<file path="config.mk">
export PLATFORM = sky130hd
export DESIGN_NAME = jk_counter_sequencer
export DESIGN_NICKNAME = d
export VERILOG_FILES = /design/src/rtl/jk_ctrl_pkg.sv /design/src/rtl/jk_toggle_map.sv /design/src/rtl/jk_counter_sequencer.sv
export SDC_FILE = /design/constraint.sdc
export NUM_CORES = 1
export LEC_CHECK = 0
export ABC_AREA = 0
export CAP_MARGIN = 30
export CORE_ASPECT_RATIO = 1.1
export CORE_MARGIN = 3
export CORE_UTILIZATION = 51
export DETAILED_ROUTE_END_ITERATION = 12
export PLACE_DENSITY = 0.84
export SETUP_SLACK_MARGIN = 0.5
export SLEW_MARGIN = 10
export SYNTH_ARGS = -nofsm -noshare
export SYNTH_HDL_FRONTEND = slang
export SYNTH_SLANG_ARGS = --single-unit
</file>
<file path="constraint.sdc">
create_clock -name clk -period 4.6 [get_ports clk]
set_clock_uncertainty 0.05 [all_clocks]
set_input_delay 0.46 -clock clk [delete_from_list [all_inputs] [get_ports clk]]
set_output_delay 0.46 -clock clk [all_outputs]
set_load 0.03 [all_outputs]
</file>
<file path="src/rtl/jk_ctrl_pkg.sv">
// rtl/jk_ctrl_pkg.sv - shared op encodings and FSM state type for the JK bank controller
// Purpose: one place for the command opcodes and controller states used by
//          jk_counter_sequencer and its testbench.
// Ports:   none (package).
package jk_ctrl_pkg;

    localparam logic [2:0] OP_NOP     = 3'd0;
    localparam logic [2:0] OP_CLEAR   = 3'd1;
    localparam logic [2:0] OP_LOAD    = 3'd2;
    localparam logic [2:0] OP_UP_N    = 3'd3;
    localparam logic [2:0] OP_DOWN_N  = 3'd4;
    localparam logic [2:0] OP_FREE_UP = 3'd5;

    typedef enum logic [1:0] {
        ST_INIT  = 2'd0,
        ST_IDLE  = 2'd1,
        ST_EXEC  = 2'd2,
        ST_COUNT = 2'd3
    } state_e;

endpackage

</file>
<file path="src/rtl/jk_toggle_map.sv">
// rtl/jk_toggle_map.sv - per-bit toggle mask and wrap prediction for a JK up/down counter
// Purpose: given the current bank value and a direction, produce which cells
//          must toggle for one count step and whether that step wraps.
// Ports:
//   i_q         in   WIDTH  current bank value (q outputs)
//   i_dir       in   1      0 = count up, 1 = count down
//   o_toggle    out  WIDTH  T mask; bit i set means cell i toggles this step
//   o_wrap_next out  1      the step from i_q wraps (all-ones up, zero down)
module jk_toggle_map #(
    parameter int WIDTH = 4
) (
    input  logic [WIDTH-1:0] i_q,
    input  logic             i_dir,
    output logic [WIDTH-1:0] o_toggle,
    output logic             o_wrap_next
);

    logic [WIDTH-1:0] w_src;

    // Counting down is counting up on the inverted value, so one carry chain
    // serves both directions.
    assign w_src = i_dir ? ~i_q : i_q;

    always_comb begin
        logic v_carry;
        v_carry  = 1'b1;
        o_toggle = '0;
        for (int i = 0; i < WIDTH; i++) begin
            o_toggle[i] = v_carry;
            v_carry     = v_carry & w_src[i];
        end
        // Carry out of the top bit means every bit toggles: the step wraps.
        o_wrap_next = v_carry;
    end

endmodule

</file>
<file path="src/rtl/jk_counter_sequencer.sv">
// rtl/jk_counter_sequencer.sv - command-driven controller for an external bank of JK flip-flops
// Purpose: accepts clear / load / count-N / free-run commands and drives the
//          J/K pins of a WIDTH-cell JK bank, reading its state back on q_in.
//          The bank has no reset of its own; this block clears it after reset.
// Ports:
//   clk        in   1       clock shared with the JK bank
//   rst        in   1       asynchronous active-high reset
//   cmd_valid  in   1       command present
//   cmd_ready  out  1       command can be accepted (IDLE)
//   cmd_op     in   3       opcode, see jk_ctrl_pkg; 6-7 behave as NOP
//   cmd_arg    in   STEP_W  LOAD value (low WIDTH bits) or step count N
//   step_en    in   1       count tick
//   abort      in   1       terminate a COUNT immediately
//   q_in       in   WIDTH   bank q outputs
//   j_out      out  WIDTH   bank J inputs
//   k_out      out  WIDTH   bank K inputs
//   busy       out  1       not IDLE
//   done       out  1       one-cycle completion pulse
//   wrap       out  1       one-cycle pulse after a wrapping step
//   steps_left out  STEP_W  remaining steps of UP_N/DOWN_N
module jk_counter_sequencer
    import jk_ctrl_pkg::*;
#(
    parameter int WIDTH  = 4,
    parameter int STEP_W = 8
) (
    input  logic              clk,
    input  logic              rst,
    input  logic              cmd_valid,
    output logic              cmd_ready,
    input  logic [2:0]        cmd_op,
    input  logic [STEP_W-1:0] cmd_arg,
    input  logic              step_en,
    input  logic              abort,
    input  logic [WIDTH-1:0]  q_in,
    output logic [WIDTH-1:0]  j_out,
    output logic [WIDTH-1:0]  k_out,
    output logic              busy,
    output logic              done,
    output logic              wrap,
    output logic [STEP_W-1:0] steps_left
);

    localparam logic [STEP_W-1:0] ONE_STEP = STEP_W'(1);

    state_e            r_state;
    logic [2:0]        r_op;
    logic [WIDTH-1:0]  r_arg;
    logic              r_dir;
    logic              r_free;
    logic [STEP_W-1:0] r_steps_left;
    logic              r_done;
    logic              r_wrap;

    state_e            w_state_next;
    logic [STEP_W-1:0] w_steps_next;
    logic              w_done_next;
    logic              w_wrap_next;
    logic              w_accept;
    logic [WIDTH-1:0]  w_toggle;
    logic              w_step_wraps;

    jk_toggle_map #(
        .WIDTH (WIDTH)
    ) u_toggle_map (
        .i_q         (q_in),
        .i_dir       (r_dir),
        .o_toggle    (w_toggle),
        .o_wrap_next (w_step_wraps)
    );

    assign w_accept   = cmd_valid && (r_state == ST_IDLE);
    assign cmd_ready  = (r_state == ST_IDLE);
    assign busy       = (r_state != ST_IDLE);
    assign done       = r_done;
    assign wrap       = r_wrap;
    assign steps_left = r_steps_left;

    always_ff @(posedge clk or posedge rst) begin
        if (rst) begin
            r_state      <= ST_INIT;
            r_op         <= OP_NOP;
            r_arg        <= '0;
            r_dir        <= 1'b0;
            r_free       <= 1'b0;
            r_steps_left <= '0;
            r_done       <= 1'b0;
            r_wrap       <= 1'b0;
        end else begin
            r_state      <= w_state_next;
            r_steps_left <= w_steps_next;
            r_done       <= w_done_next;
            r_wrap       <= w_wrap_next;
            if (w_accept) begin
                r_op   <= cmd_op;
                r_arg  <= cmd_arg[WIDTH-1:0];
                r_dir  <= (cmd_op == OP_DOWN_N);
                r_free <= (cmd_op == OP_FREE_UP);
            end
        end
    end

    always_comb begin
        w_state_next = r_state;
        w_steps_next = r_steps_left;
        w_done_next  = 1'b0;
        w_wrap_next  = 1'b0;
        j_out        = '0;
        k_out        = '0;

        case (r_state)
            // Reset state is INIT, so the bank is being cleared for as long
            // as rst is held, plus the one edge after it drops.
            ST_INIT: begin
                k_out        = '1;
                w_state_next = ST_IDLE;
            end

            ST_IDLE: begin
                if (w_accept) begin
                    case (cmd_op)
                        OP_CLEAR, OP_LOAD: begin
                            w_state_next = ST_EXEC;
                        end
                        OP_UP_N, OP_DOWN_N: begin
                            if (cmd_arg != '0) begin
                                w_state_next = ST_COUNT;
                                w_steps_next = cmd_arg;
                            end else begin
                                w_done_next = 1'b1;
                            end
                        end
                        OP_FREE_UP: begin
                            w_state_next = ST_COUNT;
                            w_steps_next = '0;
                        end
                        default: begin
                            w_done_next = 1'b1;
                        end
                    endcase
                end
            end

            ST_EXEC: begin
                if (r_op == OP_LOAD) begin
                    j_out = r_arg;
                    k_out = ~r_arg;
                end else begin
                    k_out = '1;
                end
                w_state_next = ST_IDLE;
                w_done_next  = 1'b1;
            end

            ST_COUNT: begin
                // abort beats step_en: no toggle, no done, count discarded.
                if (abort) begin
                    w_state_next = ST_IDLE;
                    w_steps_next = '0;
                end else if (step_en) begin
                    j_out       = w_toggle;
                    k_out       = w_toggle;
                    w_wrap_next = w_step_wraps;
                    if (!r_free) begin
                        w_steps_next = r_steps_left - ONE_STEP;
                        if (r_steps_left == ONE_STEP) begin
                            w_state_next = ST_IDLE;
                            w_done_next  = 1'b1;
                        end
                    end
                end
            end

            default: begin
                w_state_next = ST_INIT;
            end
        endcase
    end

endmodule

</file>
# After elaboration in Yosys (flattened, before gate mapping)
# Cells that the tools add are included.
[totals]
out_inout_bits = 20
regBits = 21
inputBits = 20
wordCells = 75
[classes]
reduce_logical = 10
bitwise_logic = 5
eq_ne = 18
n_mux = 33
n_addsub = 1
[op_table]
columns = ["operator", "n"]
rows = [
  ["$mux 8", 5],
  ["$pmux 8 s2", 2],
  ["$mux 4", 5],
  ["$mux 2", 6],
  ["$ne 3x3->1 const B", 4],
  ["$pmux 2 s3", 2],
  ["$pmux 4 s3", 1],
  ["$reduce_and 6->1", 2],
  ["$eq 3x2->1 const B", 3],
  ["$mux 1", 9],
  ["$eq 8x1->1 const B", 1],
  ["$not 4->4", 2],
  ["$pmux 4 s2", 1],
  ["$reduce_bool 8->1", 1],
  ["$sub 8x1->8 const B", 1],
  ["$eq 3x3->1 const B", 2],
  ["$reduce_or 2->1", 3],
  ["$eq 2x2->1 const B", 2],
  ["$ne 2x1->1 const B", 2],
  ["$ne 4x1->1 const B", 1],
  ["$and 1x1->1", 3],
  ["$eq 3x1->1 const B", 1],
  ["$ne 3x1->1 const B", 1],
  ["$pmux 1 s3", 1],
  ["6 further kinds", 6],
]

# Longest topological paths before layout
[depth]
depth_word = 8
depth_mapped = 6
depth_no_buf = 6

# Modules after synthesis
# Synthesis repeated with hierarchy kept, for this count alone.
[unflattened]
cells_unflattened = 147
hier_area_um2 = 1347.5
[modules_own_cells]
columns = ["module", "area_per_inst_um2", "cells_each", "seq_area_each_um2", "instances"]
rows = [
  ["jk_counter_sequencer", 1276.2, 137, 525.5, 1],
  ["jk_toggle_map", 71.3, 10, 0.0, 1],
]

# Worst setup path before layout
# Ideal clock, no wire load.
[synth_timing]
path_type = "register to register"
startpoint = "register r_steps_left[3] (netlist: steps_left[3])"
endpoint = "register r_state[1]"
required_time_ns = 4.423
setup_ns = 0.127
n_path_buf = 0
path_stages_with_launch = 5
slack_ns = 2.526
synth_period_minus_slack_ns = 2.074
t_arrival_ns = 1.897
cell_sequence = "dfrtp_1 or4_4 nor4b_4 o221a_2 mux2_1"
[synth_between]
elab_chain_len = 3
[synth_lines]
columns = ["item", "line", "text"]
rows = [
  ["start: declaration", "jk_counter_sequencer.sv:51", "logic [STEP_W-1:0] r_steps_left;"],
  ["start signal: assignment", "jk_counter_sequencer.sv:91", "r_steps_left <= w_steps_next;"],
  ["$eq 8x1->1", "jk_counter_sequencer.sv:166", "if (r_steps_left == ONE_STEP) begin"],
  ["$ne 3x3->1 (no source line)", "n/a", ""],
  ["$reduce_and 6->1 (no source line)", "n/a", ""],
  ["end signal: assignment", "jk_counter_sequencer.sv:90", "r_state <= w_state_next;"],
  ["end: declaration", "jk_counter_sequencer.sv:46", "state_e r_state;"],
]
# Every way passes these cells.
# A chain may end at the register's enable or synchronous reset.

# Final worst setup path
[layout_timing]
startpoint = "input abort"
endpoint = "output k_out[3]"
[layout_between]
elab_chain_len = 2
[layout_lines]
columns = ["item", "line", "text"]
rows = [
  ["start: declaration", "jk_counter_sequencer.sv:34", "input logic abort,"],
  ["$mux 4", "jk_counter_sequencer.sv:157", "if (abort) begin"],
  ["$pmux 4 s3", "jk_counter_sequencer.sv:111", "case (r_state)"],
  ["end: declaration", "jk_counter_sequencer.sv:37", "output logic [WIDTH-1:0] k_out,"],
]
# Every way passes these cells.

==> flow_metrics.py <==
metrics = {
    "timing": {
        "setup_viol": 0,
        "worst_pin_slew_ns": 0.787,
        "grt_setup_unrepaired": "no",
        "fin_crit_ns": 2.90,
        "relSlewSlack_pct": 47.4,
        "hold_viol": 0,
        "tns_ns": 0,
        "max_freq_mhz": 345,
        "period_share_pct": 63.0,
        "drv_slew": 0,
        "fin_hold_ws_ns": 0.472,
    },
    "yosys": {
        "synth-seq-cells": 21,
        "async_flop_share_pct": 100,
        "netlist_instances": 145,
        "synth_warnings": 0,
        "synth_edf_count": 0,
        "ys.flop_type": "dfrtp_1",
        "synth_cell_types": 46,
        "synthesis.area_mm2": 0.00137,
        "synth_top_cell_area_share_pct": 38.3,
        "yosysTopAreaCell": "dfrtp_1",
        "synth_fp_nets": 167,
        "ys_seq_area_share_pct": 38.3,
        "synth_area_leaders": "dfrtp_1 (38%), mux2_2 (5.7%), a21oi_1 (4.0%)",
        "syn_avg_cell_area_um2": 9.47,
    },
    "clock_tree": {
        "cts.sinks": 21,
        "cts-buffers-inserted": 3,
        "hold_buffers": 0,
        "cts_root_buffer": "clkbuf_4",
        "cts_max_level": 1,
        "cts_buffer_depth": 2,
        "ctsResizeCount": 0,
        "tritoncts": "built",
        "insertion_delay_ns": 0.31,
        "clkTransAtPathRegs_ns": 0.12,
        "cts_setup_buffers": 0,
    },
    "worst_hold_path": {
        "hold_class": "register to register",
        "hold_path.startpoint": "r_op[0]",
    },
    "floorplanning": {
        "die_w_um": 55.5,
        "core_region_area_mm2": 0.00254,
        "placementRows": 19,
        "initial_utilization_pct": 54.0,
        "design.die.area_mm2": 0.00335,
        "io_pins": 40,
        "die_h_um": 60.4,
    },
    "routing": {
        "avgRoutedWirePerCell_um": 16.3,
        "initialDrtViolationCount": 44,
        "detail_route.drc_violations": 0,
        "wl_met3_um": 169,
        "top_layer": "met4",
        "drt-total-wl_um": 3500,
        "vias_per_cell": 5.99,
        "route.met2.wl_um": 1810,
        "met1_length_um": 1490,
        "detail-route-antenna-nets": 0,
        "num_vias": 1281,
        "dr.pass1.iters": 4,
    },
    "layout": {
        "diodes": 0,
        "n_fill_cell": 201,
        "syn_to_final_growth_pct": 31.7,
        "nNetsFinal": 206,
        "drive_gt1_share_pct": 12.0,
        "fin_area_mm2": 0.00181,
    },
    "power": {
        "irDropWorstVdd_mv": 0.433,
        "p_total_mw": 1.20,
        "powerDensity_mw_per_mm2": 662,
        "p_leak_nw": 0.753,
    },
    "outcome": {
        "status": "finished, final reports clean",
    },
    "setup_path": {
        "crit_path_end_kind": "output pin",
        "reg2reg_from": "steps_left[3]",
        "cp_max_fo": 5,
        "cp-start-kind": "input pin",
        "crit_start": "abort",
        "crit_chain": "clkdlybuf4s50_1 -> nand4b_1 -> nor2_1 -> and2_1 -> or2_2 -> clkdlybuf4s50_1",
        "cp.required_ns": 4.09,
        "criticalPathCategory": "input pin to output pin",
        "cpPeakStageDelay_ns": 0.65,
        "cp.arrival_ns": 2.39,
        "slowest_stage": "clkdlybuf4s50_1",
        "crit_path_frequent_cell": "clkdlybuf4s50_1",
    },
    "placed_design": {
        "gp_congestion": 0.867,
        "post_dp_cell_area_mm2": 0.00178,
        "portBuffers": 39,
        "hpwl_um": 2720,
    },
    "flow_run": {
        "max_cap_viol_count": 0,
    },
    "grt": {
        "antenna_found_initial": 0,
        "grtUsageTotal_pct": 21.4,
        "grt_pass1_vias": 1191,
        "grt_pass1_wl_um": 5690,
        "grt_start_max_net_pins": 22,
        "grt_overflow": 0,
    },
}
-- Yosys cell counts, types with 2 or more instances --
cell	number
o211ai_1	5
o2bb2ai_1	6
and2_1	3
clkbuf_1	2
ha_1	2
mux2_2	7
buf_2	2
or2_2	3
buf_1	2
nand2b_1	4
nand2_1	14
dfrtp_1	21
mux2i_1	2
xnor2_1	2
a21oi_1	11
a22oi_1	3
nor3_1	5
nor2b_1	2
inv_1	5
nand3b_1	3
a21o_1	3
or4_1	2
o21ai_0	6
nor2_1	8
-- cells in the final DEF (no fill, tap or decap), types with 4 or more instances in the layout --
cell type        netlist  final
a21oi_1               11     11
clkdlybuf4s50_1        0     39
dfrtp_1               21     21
inv_1                  5      5
mux2_2                 7      7
nand2_1               14     14
nand2b_1               4      4
nor2_1                 8      8
nor3_1                 5      5
o211ai_1               5      5
o21ai_0                6      6
o2bb2ai_1              6      6
-- metal layers --
layer,vias to the layer above,global-route usage (%)
li1,612,-
met2,53,39.2
met5,-,0
met4,0,6.94
met3,3,2.55
met1,613,26.8
-- kinds of logic (layout without fill, tap and decap cells) --
kind of cell    after synthesis  after routing  share of synthesized area, %
xor+xnor                      3              3                          1.91
mux                          10             10                          8.01
simple gates                 54             54                          23.4
buf+inv                      11             49                          3.19
fa+ha+maj                     2              2                          1.82
flops                        21             21                          38.3
compound gates               44             44                          23.4
-- sequential cells by signal, summed over array words and instances, names as in the netlist --
register / count
steps_left: 8
r_arg: 4
r_op: 3
r_state: 2
done: 1
r_dir: 1
r_free: 1
wrap: 1
-- stage by stage --
stage	cells	util [%]	worst slack (ns)
after floorplan	145	-	2.53
after global placement	209	69.9	1.79
after detailed placement	209	69.9	1.71
after CTS	213	70.9	1.70
after global routing	214	71.1	1.57
final	214	71.1	1.70
-- report_power, final --
group          switching, mW  total, mW  leakage (nW)  internal, mW
Combinational          0.422      0.749         0.478         0.327
Clock                 0.0586     0.0925        0.0150        0.0339
Sequential            0.0892      0.356         0.259         0.266
-- critical path: cells and delay by family --
kind	cells	cell delay, ns
simple gates	4	0.82
buf+inv	2	1.10
-- final timing paths --
| check | slack, ns | cells past startpoint | endpoint |
|---|---|---|---|
| min in group asynchronous | 0.53 | 2 | r_arg[3] |
| worst min-delay path | 0.47 | 1 | r_op[0] |
| worst min register to register | 0.47 | 1 | r_op[0] |
| max in group asynchronous | 3.48 | 2 | steps_left[4] |
| worst max-delay path | 1.70 | 6 | k_out[3] |
| worst max register to register | 2.47 | 4 | r_state[1] |
-- final cells by class --
type	instances	area [um2]	area share, %
well taps	31	38.8	2.14
inverters	5	18.8	1.04
repair buffers	40	395	21.9
clock buffers	4	26.3	1.45
multi-input cells	113	805	44.5
flip-flops and latches	21	526	29.0
Note: power is estimated with default switching activity, not from simulation.
